==> src/rtl/mips_pkg.sv <==
// Shared encodings for the multi-cycle MIPS control path: opcodes, functs,
// FSM states and datapath mux/function select codes.
package mips_pkg;

    localparam logic [5:0] OP_RTYPE = 6'b000000;
    localparam logic [5:0] OP_ORI   = 6'b001101;
    localparam logic [5:0] OP_LUI   = 6'b001111;
    localparam logic [5:0] OP_LW    = 6'b100011;
    localparam logic [5:0] OP_SW    = 6'b101011;
    localparam logic [5:0] OP_BEQ   = 6'b000100;
    localparam logic [5:0] OP_J     = 6'b000010;
    localparam logic [5:0] OP_JAL   = 6'b000011;

    localparam logic [5:0] FN_ADDU  = 6'b100001;
    localparam logic [5:0] FN_SUBU  = 6'b100011;
    localparam logic [5:0] FN_JR    = 6'b001000;

    typedef enum logic [3:0] {
        S_FETCH = 4'd0,
        S_DCD   = 4'd1,
        S_MA    = 4'd2,
        S_MR    = 4'd3,
        S_MW    = 4'd4,
        S_WBM   = 4'd5,
        S_EXE   = 4'd6,
        S_WBA   = 4'd7,
        S_BR    = 4'd8,
        S_JMP   = 4'd9,
        S_ILL   = 4'd10
    } state_t;

    localparam logic [2:0] ALU_ADD = 3'b000;
    localparam logic [2:0] ALU_SUB = 3'b001;
    localparam logic [2:0] ALU_OR  = 3'b010;

    localparam logic [1:0] NPC_PC4 = 2'b00;
    localparam logic [1:0] NPC_BR  = 2'b01;
    localparam logic [1:0] NPC_J   = 2'b10;
    localparam logic [1:0] NPC_JR  = 2'b11;

    localparam logic [1:0] EXT_ZERO = 2'b00;
    localparam logic [1:0] EXT_SIGN = 2'b01;
    localparam logic [1:0] EXT_LUI  = 2'b10;

    localparam logic [1:0] RD_RT = 2'b00;
    localparam logic [1:0] RD_RD = 2'b01;
    localparam logic [1:0] RD_RA = 2'b10;

    localparam logic [1:0] WD_ALU = 2'b00;
    localparam logic [1:0] WD_DM  = 2'b01;
    localparam logic [1:0] WD_PC  = 2'b10;

endpackage

==> src/rtl/mc_ctrl_dec.sv <==
// Combinational instruction class decoder feeding the DCD-state transitions.
module mc_ctrl_dec
    import mips_pkg::*;
(
    input  logic [5:0] op,
    input  logic [5:0] funct,
    output logic       is_rtype,
    output logic       is_imm,
    output logic       is_mem,
    output logic       is_br,
    output logic       is_jmp,
    output logic       is_illegal
);

    logic is_jr;

    always_comb begin
        is_jr      = (op == OP_RTYPE) && (funct == FN_JR);
        // is_rtype covers only the ALU R-types; jr is grouped with the jumps
        is_rtype   = (op == OP_RTYPE) && ((funct == FN_ADDU) || (funct == FN_SUBU));
        is_imm     = (op == OP_ORI) || (op == OP_LUI);
        is_mem     = (op == OP_LW) || (op == OP_SW);
        is_br      = (op == OP_BEQ);
        is_jmp     = (op == OP_J) || (op == OP_JAL) || is_jr;
        is_illegal = !(is_rtype || is_imm || is_mem || is_br || is_jmp);
    end

endmodule

==> src/rtl/mc_ctrl.sv <==
// Multi-cycle MIPS control FSM. Define ILL_INSTR_EN to add the ill_instr
// output and a sticky ILL state for undecodable instructions.
module mc_ctrl
    import mips_pkg::*;
#(
    parameter int ALUOP_W = 3,
    parameter int NPCOP_W = 2
) (
    input  logic               clk,
    input  logic               rst,
    input  logic [5:0]         op,
    input  logic [5:0]         funct,
    input  logic               zero,
    output logic               irwr,
    output logic               pcwr,
    output logic [NPCOP_W-1:0] npc_op,
    output logic               regwr,
    output logic [1:0]         regdst,
    output logic [1:0]         wdsel,
    output logic               alusrc,
    output logic [ALUOP_W-1:0] alu_op,
    output logic [1:0]         ext_op,
    output logic               dmwr,
`ifdef ILL_INSTR_EN
    output logic               ill_instr,
`endif
    output logic [3:0]         state_o
);

    state_t     state_reg, state_next;
    logic [5:0] op_reg, funct_reg;
    logic       is_rtype, is_imm, is_mem, is_br, is_jmp, is_illegal;

    mc_ctrl_dec u_dec (
        .op         (op),
        .funct      (funct),
        .is_rtype   (is_rtype),
        .is_imm     (is_imm),
        .is_mem     (is_mem),
        .is_br      (is_br),
        .is_jmp     (is_jmp),
        .is_illegal (is_illegal)
    );

    // op/funct are captured in DCD so later states never depend on IR timing
    always_ff @(posedge clk or negedge rst) begin
        if (!rst) begin
            state_reg <= S_FETCH;
            op_reg    <= '0;
            funct_reg <= '0;
        end else begin
            state_reg <= state_next;
            if (state_reg == S_DCD) begin
                op_reg    <= op;
                funct_reg <= funct;
            end
        end
    end

    always_comb begin
        state_next = S_FETCH;
        case (state_reg)
            S_FETCH: state_next = S_DCD;
            S_DCD: begin
                if (is_mem)                  state_next = S_MA;
                else if (is_rtype || is_imm) state_next = S_EXE;
                else if (is_br)              state_next = S_BR;
                else if (is_jmp)             state_next = S_JMP;
                else if (is_illegal)
`ifdef ILL_INSTR_EN
                    state_next = S_ILL;
`else
                    state_next = S_FETCH;
`endif
            end
            S_MA:  state_next = (op_reg == OP_LW) ? S_MR : S_MW;
            S_MR:  state_next = S_WBM;
            S_EXE: state_next = S_WBA;
`ifdef ILL_INSTR_EN
            S_ILL: state_next = S_ILL;
`endif
            default: state_next = S_FETCH;
        endcase
    end

    // Moore outputs, gated by rst so nothing is asserted while held in reset
    always_comb begin
        irwr   = 1'b0;
        pcwr   = 1'b0;
        npc_op = NPCOP_W'(NPC_PC4);
        regwr  = 1'b0;
        regdst = RD_RT;
        wdsel  = WD_ALU;
        alusrc = 1'b0;
        alu_op = ALUOP_W'(ALU_ADD);
        ext_op = EXT_ZERO;
        dmwr   = 1'b0;
        if (rst) begin
            case (state_reg)
                S_FETCH: begin
                    irwr = 1'b1;
                    pcwr = 1'b1;
                end
                S_MA, S_MR, S_MW, S_WBM: begin
                    alusrc = 1'b1;
                    ext_op = EXT_SIGN;
                    wdsel  = WD_DM;
                    regwr  = (state_reg == S_WBM);
                    dmwr   = (state_reg == S_MW);
                end
                S_EXE, S_WBA: begin
                    regwr = (state_reg == S_WBA);
                    if (op_reg == OP_RTYPE) begin
                        regdst = RD_RD;
                        alu_op = (funct_reg == FN_SUBU) ? ALUOP_W'(ALU_SUB) : ALUOP_W'(ALU_ADD);
                    end else if (op_reg == OP_ORI) begin
                        alusrc = 1'b1;
                        alu_op = ALUOP_W'(ALU_OR);
                    end else begin
                        alusrc = 1'b1;
                        ext_op = EXT_LUI;
                    end
                end
                S_BR: begin
                    alu_op = ALUOP_W'(ALU_SUB);
                    pcwr   = zero;
                    npc_op = NPCOP_W'(NPC_BR);
                end
                S_JMP: begin
                    pcwr   = 1'b1;
                    npc_op = (op_reg == OP_RTYPE) ? NPCOP_W'(NPC_JR) : NPCOP_W'(NPC_J);
                    if (op_reg == OP_JAL) begin
                        regwr  = 1'b1;
                        regdst = RD_RA;
                        wdsel  = WD_PC;
                    end
                end
                default: ;
            endcase
        end
    end

`ifdef ILL_INSTR_EN
    assign ill_instr = rst && (state_reg == S_ILL);
`endif
    assign state_o = state_reg;

endmodule

==> config.mk <==
export PLATFORM = sky130hd
export DESIGN_NAME = mc_ctrl
export DESIGN_NICKNAME = d
export VERILOG_FILES = /design/src/rtl/mips_pkg.sv /design/src/rtl/mc_ctrl_dec.sv /design/src/rtl/mc_ctrl.sv
export SDC_FILE = /design/constraint.sdc
export NUM_CORES = 1
export LEC_CHECK = 0
export BUFFER_PORTS_ARGS = -buffer_cell sky130_fd_sc_hd__buf_2
export CORE_MARGIN = 5
export CORE_UTILIZATION = 44
export DETAILED_ROUTE_END_ITERATION = 6
export GPL_ROUTABILITY_DRIVEN = 0
export PLACE_DENSITY_LB_ADDON = 0.08
export SETUP_SLACK_MARGIN = 0.05
export SLEW_MARGIN = 20
export SYNTH_ARGS = -nofsm -noshare
export SYNTH_HDL_FRONTEND = slang
export SYNTH_SLANG_ARGS = --single-unit
==> constraint.sdc <==
create_clock -name clk -period 2.1 [get_ports clk]
set_clock_uncertainty 0.15 [all_clocks]
set_input_delay 0.315 -clock clk [delete_from_list [all_inputs] [get_ports clk]]
set_output_delay 0.315 -clock clk [all_outputs]
set_load 0.02 [all_outputs]
; ---- Word level (Yosys, flattened, before mapping)
; Index checks and enable logic that the tools add are counted.
[totals]
regBits = 16
latchBits = 0
ram_bits = 0
rom_bits = 0
in_bits = 15
out_inout_bits = 20
word_cells = 76
mem_count = 0
[classes]
n_addsub = 0
multipliers = 0
n_div = 0
magnitude_cmp = 0
n_eq_ne = 23
n_shift = 0
mux = 36
bitwise = 0
n_reduce_logical = 14
[op_table]
columns = op, count
row1 = $eq A6 B6 Y1 const B, 6
row2 = $eq A6 B4 Y1 const B, 4
row3 = $mux W2, 10
row4 = $pmux W2 S2, 5
row5 = $pmux W4 S5, 1
row6 = $eq A6 B2 Y1 const B, 3
row7 = $eq A4 B3 Y1 const B, 4
row8 = $mux W4, 4
row9 = $logic_not A6 Y1, 2
row10 = $mux W1, 12
row11 = $eq A4 B2 Y1 const B, 2
row12 = $eq A4 B4 Y1 const B, 2
row13 = $eq A6 B3 Y1 const B, 1
row14 = $logic_or A1 B1 Y1, 6
row15 = $eq A4 B1 Y1 const B, 1
row16 = $logic_not A4 Y1, 1
row17 = $pmux W1 S2, 2
row18 = $reduce_or A2 Y1, 2
row19 = $reduce_or A4 Y1, 1
row20 = $mux W3, 1
row21 = $pmux W1 S3, 1
row22 = $logic_and A1 B1 Y1, 2

; ---- Longest topological paths before layout
; Gate-level depths: netlist of the first run.
[logic_depth]
depth_word = 8
ltp_mapped = 5
ltp_nobuf = 4

; ---- Cells and area by module
; A second synthesis of the first run with hierarchy kept.
[hier_totals]
hier_cells = 109
area_unflattened_um2 = 1059.8
[modules_own_cells]
columns = module, instances, cells_each, area_each_um2, seq_area_each_um2
row1 = mc_ctrl, 1, 91, 950.9, 400.4
row2 = mc_ctrl_dec, 1, 18, 108.9, 0.0

; ---- Worst setup path after synthesis of the first run
; Ideal clock, no wire load.
[synth_timing]
path_type = register to output
start = register state_reg[2], in the netlist state_o[2]
end = output port regwr
arrival_ps = 2115
required_ps = 1635
setup_slack_ps = -480
stages_incl_launch_ff = 6
n_path_buf = 1
cell_sequence = dfrtp_1 > clkbuf_1 > nor3b_1 > and3_1 > nor3b_1 > a31o_2
[synth_between]
elab_chain_cells = 4
word_cells_on_any_way = 11
classes_between = 7 x eq/ne / 2 x mux / 2 x reduce/logical
[synth_rtl]
columns = element, line_no
row1 = "start, declared", mc_ctrl.sv:30  ; state_t state_reg, state_next;
row2 = "start signal, assigned", mc_ctrl.sv:52  ; state_reg <= state_next;
row3 = "$eq A4 B3 Y1, or another cell as far along", "mc_ctrl.sv:99, mc_ctrl.sv:108"
row4 = $reduce_or A4 Y1 / $reduce_or A2 Y1 (equally long branches), mc_ctrl.sv:99  ; case (state_reg)
row5 = $pmux W1 S3 *, mc_ctrl.sv:99
row6 = $mux W1 *, mc_ctrl.sv:98  ; if (rst) begin
row7 = "end, declared", mc_ctrl.sv:17  ; output logic regwr,
; Mark *: on every way between the ends. The rest lies on a longest branch, timed or not.

; ---- Worst setup path after layout of the first run
[layout_timing]
start = register op_reg[4]
end = output port alu_op[0]
[layout_between]
elab_chain_cells = 4
[layout_rtl]
columns = element, line_no
row1 = "start, declared", mc_ctrl.sv:31  ; logic [5:0] op_reg, funct_reg;
row2 = "start signal, assigned", mc_ctrl.sv:54  ; op_reg <= op;
row3 = $logic_not A6 Y1, mc_ctrl.sv:113  ; if (op_reg == OP_RTYPE) begin
row4 = $mux W2, mc_ctrl.sv:113
row5 = $pmux W2 S2, mc_ctrl.sv:99
row6 = $mux W2, mc_ctrl.sv:98
row7 = "end, declared", mc_ctrl.sv:21  ; output logic [ALUOP_W-1:0] alu_op,
; No other way between the ends.

==> out/metrics.sh, run 1 <==
POST-ROUTE-CELL-AREA_UM2=1430
CTS.ROOT.BUFFER_CELL='clkbuf_4'
POST-ROUTE-DRC-COUNT=0
PLACED_CELLS_INCL_TAPS=171
ROWS=17
VDD.IR_DROP.WORST_mV=0.627
CRITICAL_PATH.STARTPOINT_TYPE='flip-flop'
PLACE_WS_NS=-0.0981
MAX_FREQ_GHz=0.407
REPORT.FINAL.SLEW_VIOL_COUNT=0
FIRST_ITER_VIOLATIONS=10
NET_COUNT_SYNTH=119
CAP_VIOLATIONS=0
NUM_ANTENNA_CELLS=0
CTSHTREEMAXLEVEL=1
POSTSYNTHAREAPERCELL_UM2=9.73
WORST_SETUP_PATH_STARTPOINT='op_reg[4]$_DFFE_PN0N_'
SYNTH_TOP_CELLS_BY_AREA='dfrtp_1, mux2_2, nor3b_1'
MIN_PERIOD_OVER_PERIOD_PCT=117
FLOORPLAN.CORE_AREA_UM2=2210
SYNTH.YOSYS.WARNINGS=0
SYNTH.LIB_CELLS_USED.DISTINCT=36
YS_SEQ_ELEMENTS=16
SYNTHESIS.INSTANCES=104
GRT_START_MAX_NET_PINS=17
SYNTHFLOPTYPE='dfrtp_1'
AREA.GROWTH.SYNTH_TO_FINAL_PCT=40.9
PIN_COUNT=35
CHIPHEIGHT_UM=58.0
CP.REQUIRED_NS=1.63
CTS_NUM_SINKS=16
CELL_TAKING_THE_MOST_AREA_AFTER_SYNTHESIS='dfrtp_1'
REPORT.FINAL.HOLD_VIOL_COUNT=0
MAPPEDNETLISTAREA_UM2=1010
VIASPERCELL=5.32
STATIC-LEAKAGE-POWER_nW=0.662
FILLCELLCOUNT=201
GR-TOTAL-OVERFLOW=0
NUM_VIAS=953
WORSTHOLDPATHTYPE='in -> reg'
WL_UM=2500
PERIOD_NEEDED_NS=2.46
GRT_ANTENNA_BEFORE_REPAIR=0
CLKTRANSATPATHREGS_NS=0.09
GROUTE.USAGE.OVERALL_PCT=15.3
ANT_NETS=0
SYNTH_TOP_CELL_AREA_SHARE_PCT=39.6
RSZ0062_AT_GRT='yes'
FP.DIEW_UM=58.0
CRITICAL_PATH_CLASS='reg -> out'
LAYOUTNONFILLERINSTCOUNT=179
WL_PER_CELL_UM=14.0
CTS-BUFFERS-INSERTED=3
FINAL-SETUP-VIOL-COUNT=9
FIRSTDRTPASSITERS=4
FINAL_NET_COUNT=167
WORSTSKEWPAIRLATENCY_NS=0.27
SETUP.WORST_PATH.END_CLASS='output port'
POSTLAYOUTSETUPSLACKWORST_NS=-0.358
FLOORPLAN.INITIALDENSITY_PCT=45.8
VIOLATIONS='setup timing'
FRACTION_OF_FINAL_LAYOUT_CELLS_SIZED_BEYOND_DRIVE_STRENGTH_1_PCT=50.3
CTS_TREE='done'
DPL-INSTANCE-AREA_UM2=1300
FIRST_GLOBAL_VIAS=957
DIE-AREA_UM2=3360
TIMING.HOLD.WORST.START='funct[4]'
HALF_PERIMETER_WIRE_LENGTH_AFTER_DETAILED_PLACEMENT_UM=2030
WORSTREG2REGSTART='op_reg[4]$_DFFE_PN0N_'
YS_ASYNC_SR_FRACTION_PCT=100
NUMBER_OF_ENABLE_FLIP_FLOP_CELLS_AFTER_SYNTHESIS=0
SYNTH_SEQUENTIAL_AREA_RATIO_PCT=39.6
POWERDENSITY_nW_PER_UM2=970
CRIT_ARRIVAL_NS=1.99
WORSTPATHMAXFANOUT=3
GRT_PASS1_WL_UM=4130
PORT-BUFFER-COUNT=33
CLK_PATH_BUF_DEPTH=2
FIN_TOTAL_PWR_mW=1.38
OUTCOME='finished with violations'
-- critical path: stages, from the launching register on --
cell and delay [ns]:
dfrtp_1 0.39, or4_4 0.54, or3_4 0.36, nor2_4 0.13, a41o_1 0.18, buf_6 0.12
-- report_power, final --
part | leakage [nW] | internal [mW] | switching [mW]
registers | 0.193 | 0.440 | 0.0955
clock network | 0.0210 | 0.105 | 0.0882
logic | 0.448 | 0.359 | 0.296
-- cells in the final DEF, fill, tap and decap left out, types with 4 or more instances in the layout --
cell / count
dfrtp_1: 16
mux2_2: 12
nand2_1: 9
buf_6: 7
nor2b_1: 5
buf_2: 25
nor2_1: 7
nor3_1: 4
nand3_1: 4
buf_4: 16
-- synth_stat cells, types with 2 or more instances --
| cell | count |
|---|---|
| dfrtp_1 | 16 |
| mux2_2 | 12 |
| nand2_1 | 9 |
| nor2_1 | 7 |
| nor2b_1 | 5 |
| nor3b_1 | 5 |
| nand2b_1 | 4 |
| nand3_1 | 4 |
| nor3_1 | 4 |
| and3_1 | 3 |
| clkbuf_1 | 3 |
| nor4b_1 | 3 |
| a21boi_0 | 2 |
| a21oi_1 | 2 |
| buf_2 | 2 |
| o211ai_1 | 2 |
| o21ai_0 | 2 |
-- worst paths after layout --
kind | to | slack (ns) | depth (start not counted)
hold / removal | funct_reg[4]$_DFFE_PN0N_ | 0.14 | 2
max in group asynchronous | state_o[1]$_DFF_PN0_ | 1.17 | 3
setup reg to reg | state_o[2]$_DFF_PN0_ | 0.30 | 6
min in group asynchronous | op_reg[0]$_DFFE_PN0N_ | 0.45 | 3
hold reg to reg | funct_reg[5]$_DFFE_PN0N_ | 0.36 | 1
setup / recovery | alu_op[0] | -0.36 | 5
-- logic make-up (layout without fill, tap and decap cells) --
kind of cell	Yosys count	count (layout)	synth area share, %
other	1	1	0.370
AOI/OAI and AO/OA	14	14	9.89
and+or+nand+nor	55	55	34.0
muxes	12	12	13.3
DFF	16	16	39.6
buffers and inverters	6	53	2.84
-- metal layers --
metal	wire length (um)	track usage [%]	share of wire, %	vias to the layer above
met5	0	0	0	-
met4	16	3.97	0.64	0
met3	153	1.56	6.1	2
met2	1240	27.9	50	28
met1	1090	19.1	43	444
li1	-	-	-	479
-- stage by stage --
stage	setup TNS (ns)	util, %	hold slack (ns)
detailed placement	-0.308	58.7	0.217
CTS	-2.77	64.0	0.133
floorplan	-0.384	-	-0.131
global placement	-0.182	58.7	0.209
global route	-3.21	64.5	0.137
finish	-2.57	64.5	0.140
-- cell type report --
cell class,instances,area (um^2),area share [%]
sequential,16,400,28.1
multi-input combinational,82,621,43.5
timing repair buffer,49,334,23.4
tap,28,35.0,2.46
clock buffer,4,36.3,2.54
-- what timing repair did --
item	in CTS	in global routing
gates resized for setup	17	1
buffers inserted	2	1
hold buffers	1	0
endpoints found under the hold margin	16	0
pin swaps	3	2
endpoints found under the setup margin	9	9
(Power assumes the default switching activity.)
==> inputs of run 2 (changes only) <==
--- a/config.mk
+++ b/config.mk
@@ -10,8 +10,8 @@
 export CORE_UTILIZATION = 44
 export DETAILED_ROUTE_END_ITERATION = 6
 export GPL_ROUTABILITY_DRIVEN = 0
-export PLACE_DENSITY_LB_ADDON = 0.08
-export SETUP_SLACK_MARGIN = 0.05
+export PLACE_DENSITY = 0.74
+export SETUP_SLACK_MARGIN = 0.02
 export SLEW_MARGIN = 20
 export SYNTH_ARGS = -nofsm -noshare
 export SYNTH_HDL_FRONTEND = slang
==> run 2 against run 1 <==
Against the previous run:
- the flow still finishes with violations (setup timing)
- clock power grew 4%
- design area shrank 0.44%
- total power is 0.29% lower
- final cell count unchanged
- count of clock-buffer cells in the layout did not move
- maximum frequency decreased by 1.9%
- critical path depth unchanged
- critical path type unchanged
==> out/metrics.sh, run 2 (same netlist as run 1, synthesis figures left out) <==
BUSIEST_LAYER='met2'
FIRST_ITER_VIOLATIONS=7  # -3
CP.REQUIRED_NS=1.63  # about the same
AREA.GROWTH.SYNTH_TO_FINAL_PCT=40.3
CTS_TREE='done'
GRT_PASS1_WL_UM=4400  # +6.7%
WORSTSKEWPAIRLATENCY_NS=0.28  # about the same
REPORT.FINAL.HOLD_VIOL_COUNT=0  # unchanged
CRITICAL_PATH_CLASS='reg -> out'
PATH_DELAY_FAMILY='simple AND/OR/NAND/NOR gates'
PLACED_CELLS_INCL_TAPS=171  # unchanged
LAYOUT_COMMONEST_CELL='buf_2'
WORSTREG2REGSTART='state_o[1]$_DFF_PN0_'
GR-USAGE-MET3_PCT=1.56  # unchanged
WORSTPATHMAXFANOUT=3  # unchanged
HALF_PERIMETER_WIRE_LENGTH_AFTER_DETAILED_PLACEMENT_UM=2080  # +2.5%
VIASPERCELL=5.42  # +1.8%
GROUTE.USAGE.OVERALL_PCT=16.9  # +1.6 points
POSTLAYOUTSETUPSLACKWORST_NS=-0.405  # -0.0465 ns
SLEW_HEADROOM_PCT=50.4
VIOLATIONS='setup timing'
RSZ0062_AT_GRT='yes'
CPMAXSTAGEDELAYCELL='or4_4'
WORSTPATHCELLLIST='or4_4 -> or3_4 -> nor2_4 -> a41o_1 -> buf_6'
CHIPHEIGHT_UM=58.0  # unchanged
NUM_ANTENNA_CELLS=0  # unchanged
SETUP.WORST_PATH.END_CLASS='output port'
CTS.ROOT.BUFFER_CELL='clkbuf_4'
GLOBALROUTEMET1UTIL_PCT=19.3  # +0.16 points
TIMING.REG2REG.WORST_PATH_DEPTH=4  # -2
NUM_VIAS=970  # +1.8%
GR-TOTAL-OVERFLOW=0  # unchanged
WORSTHOLDPATHTYPE='in -> reg'
CTS-BUFFERS-INSERTED=3  # unchanged
PIN_COUNT=35  # unchanged
MAX_STAGE_DELAY_NS=0.54  # about the same
WL_PER_CELL_UM=14.8  # +6.2%
ANT_NETS=0  # unchanged
TIMING.HOLD.WORST_ENDPOINT='funct_reg[2]$_DFFE_PN0N_'
FINAL_NET_COUNT=167  # unchanged
DIE-AREA_UM2=3360  # unchanged
GRT_START_MAX_NET_PINS=17  # unchanged
OUTCOME='finished with violations'
WL_UM=2660  # +6.2%
CLK_PATH_BUF_DEPTH=2  # unchanged
GRT_ANTENNA_BEFORE_REPAIR=0  # unchanged
MAX_FREQ_GHz=0.399  # -1.9%
WORST-R2R-SETUP-SLACK_NS=0.38  # +0.08 ns
PERIOD_NEEDED_NS=2.50  # +0.0465 ns
LAYOUTNONFILLERINSTCOUNT=179  # unchanged
TIMING.HOLD.WORST.START='funct[2]'
CLKTRANSATPATHREGS_NS=0.09  # about the same
FINAL-SETUP-VIOL-COUNT=9  # unchanged
CTSHTREEMAXLEVEL=1  # unchanged
MIN_PERIOD_OVER_PERIOD_PCT=119  # +2.2 points
POWERDENSITY_nW_PER_UM2=972  # +0.15%
FIN_TOTAL_PWR_mW=1.38  # -0.29%
CTS_NUM_SINKS=16  # unchanged
CRIT_ARRIVAL_NS=2.04  # +0.05 ns
RR_ENDPOINT='op_reg[5]$_DFFE_PN0N_'
FP.DIEW_UM=58.0  # unchanged
FLOORPLAN.INITIALDENSITY_PCT=45.8  # unchanged
LAYOUT_COMMON_CELLS='buf_2, dfrtp_1, buf_4'
ROUTING_USAGE_ON_MET2_PCT=31.9  # +4.0 points
ROWS=17  # unchanged
CAP_VIOLATIONS=0  # unchanged
FLOORPLAN.CORE_AREA_UM2=2210  # unchanged
WORSTMARGINPINSLEW_NS=0.741
POST-ROUTE-DRC-COUNT=0  # unchanged
FIRSTDRTPASSITERS=4  # unchanged
FRACTION_OF_FINAL_LAYOUT_CELLS_SIZED_BEYOND_DRIVE_STRENGTH_1_PCT=49.7  # -0.66 points
FIRST_GLOBAL_VIAS=1006  # +5.1%
STATIC-LEAKAGE-POWER_nW=0.661  # -0.16%
PORT-BUFFER-COUNT=33  # unchanged
TIMING.CRITICAL_PATH.BUF_INV=1  # unchanged
REPORT.FINAL.SLEW_VIOL_COUNT=0  # unchanged
FILLCELLCOUNT=198  # -1.5%
FIN_TNS_SETUP_NS=-2.98  # -0.410 ns
CRITICAL_PATH.STARTPOINT_TYPE='flip-flop'
HOLD_PATH_DEPTH=2  # unchanged
VDD.IR_DROP.WORST_mV=0.618  # -1.4%
==> run 2: cell counts in the layout (fill, tap and decap cells not counted) <==
No cell type changed its count.
==> run 2: area by class of cell <==
type	instances	area (um^2)	share of cell area [%]
multi-input cells	82	617	43.4
flip-flops and latches	16	400	28.2
repair buffers	49	332	23.3
clock buffers	4	36.3	2.56
well taps	28	35.0	2.47
==> run 2: how the worst max path moves through the flow <==
stage | endpoint | depth (start not counted) | start
finish | alu_op[0] | 5 | op_reg[4]$_DFFE_PN0N_
global placement | ext_op[1] | 5 | op_reg[4]$_DFFE_PN0N_
CTS | ext_op[1] | 5 | op_reg[4]$_DFFE_PN0N_
detailed placement | ext_op[1] | 5 | op_reg[4]$_DFFE_PN0N_
floorplan | regdst[1] | 4 | state_o[2]$_DFF_PN0_
global route | alu_op[1] | 5 | op_reg[4]$_DFFE_PN0N_
==> run 2: what timing repair did <==
item                                    in CTS  in global routing
endpoints found under the setup margin       9                  9
hold endpoints to repair                    16                  0
hold buffers                                 1                  0
gates resized for setup                     16                  0
setup buffers                                2                  1
pin swaps                                    2                  2
==> run 2: power by group <==
part	total (mW)	switching, mW	internal (mW)
Combinational	0.649	0.301	0.348
Clock	0.200	0.0949	0.105
Sequential	0.531	0.0905	0.440
==> run 2: per-stage QoR <==
stage | hold WS, ns | setup WS, ns | area, um^2 | utilization (%)
after floorplan | -0.131 | -0.106 | 1040 | -
after global placement | 0.167 | -0.0585 | 1300 | 58.7
after detailed placement | 0.173 | -0.0832 | 1300 | 58.7
after CTS | 0.114 | -0.413 | 1410 | 63.9
after global routing | 0.102 | -0.478 | 1420 | 64.2
final | 0.123 | -0.405 | 1420 | 64.2
==> run 2: routing by layer <==
metal,wire length (um),up-vias
met4,16,0
met3,151,2
li1,-,471
met5,0,-
met1,1100,467
met2,1390,30
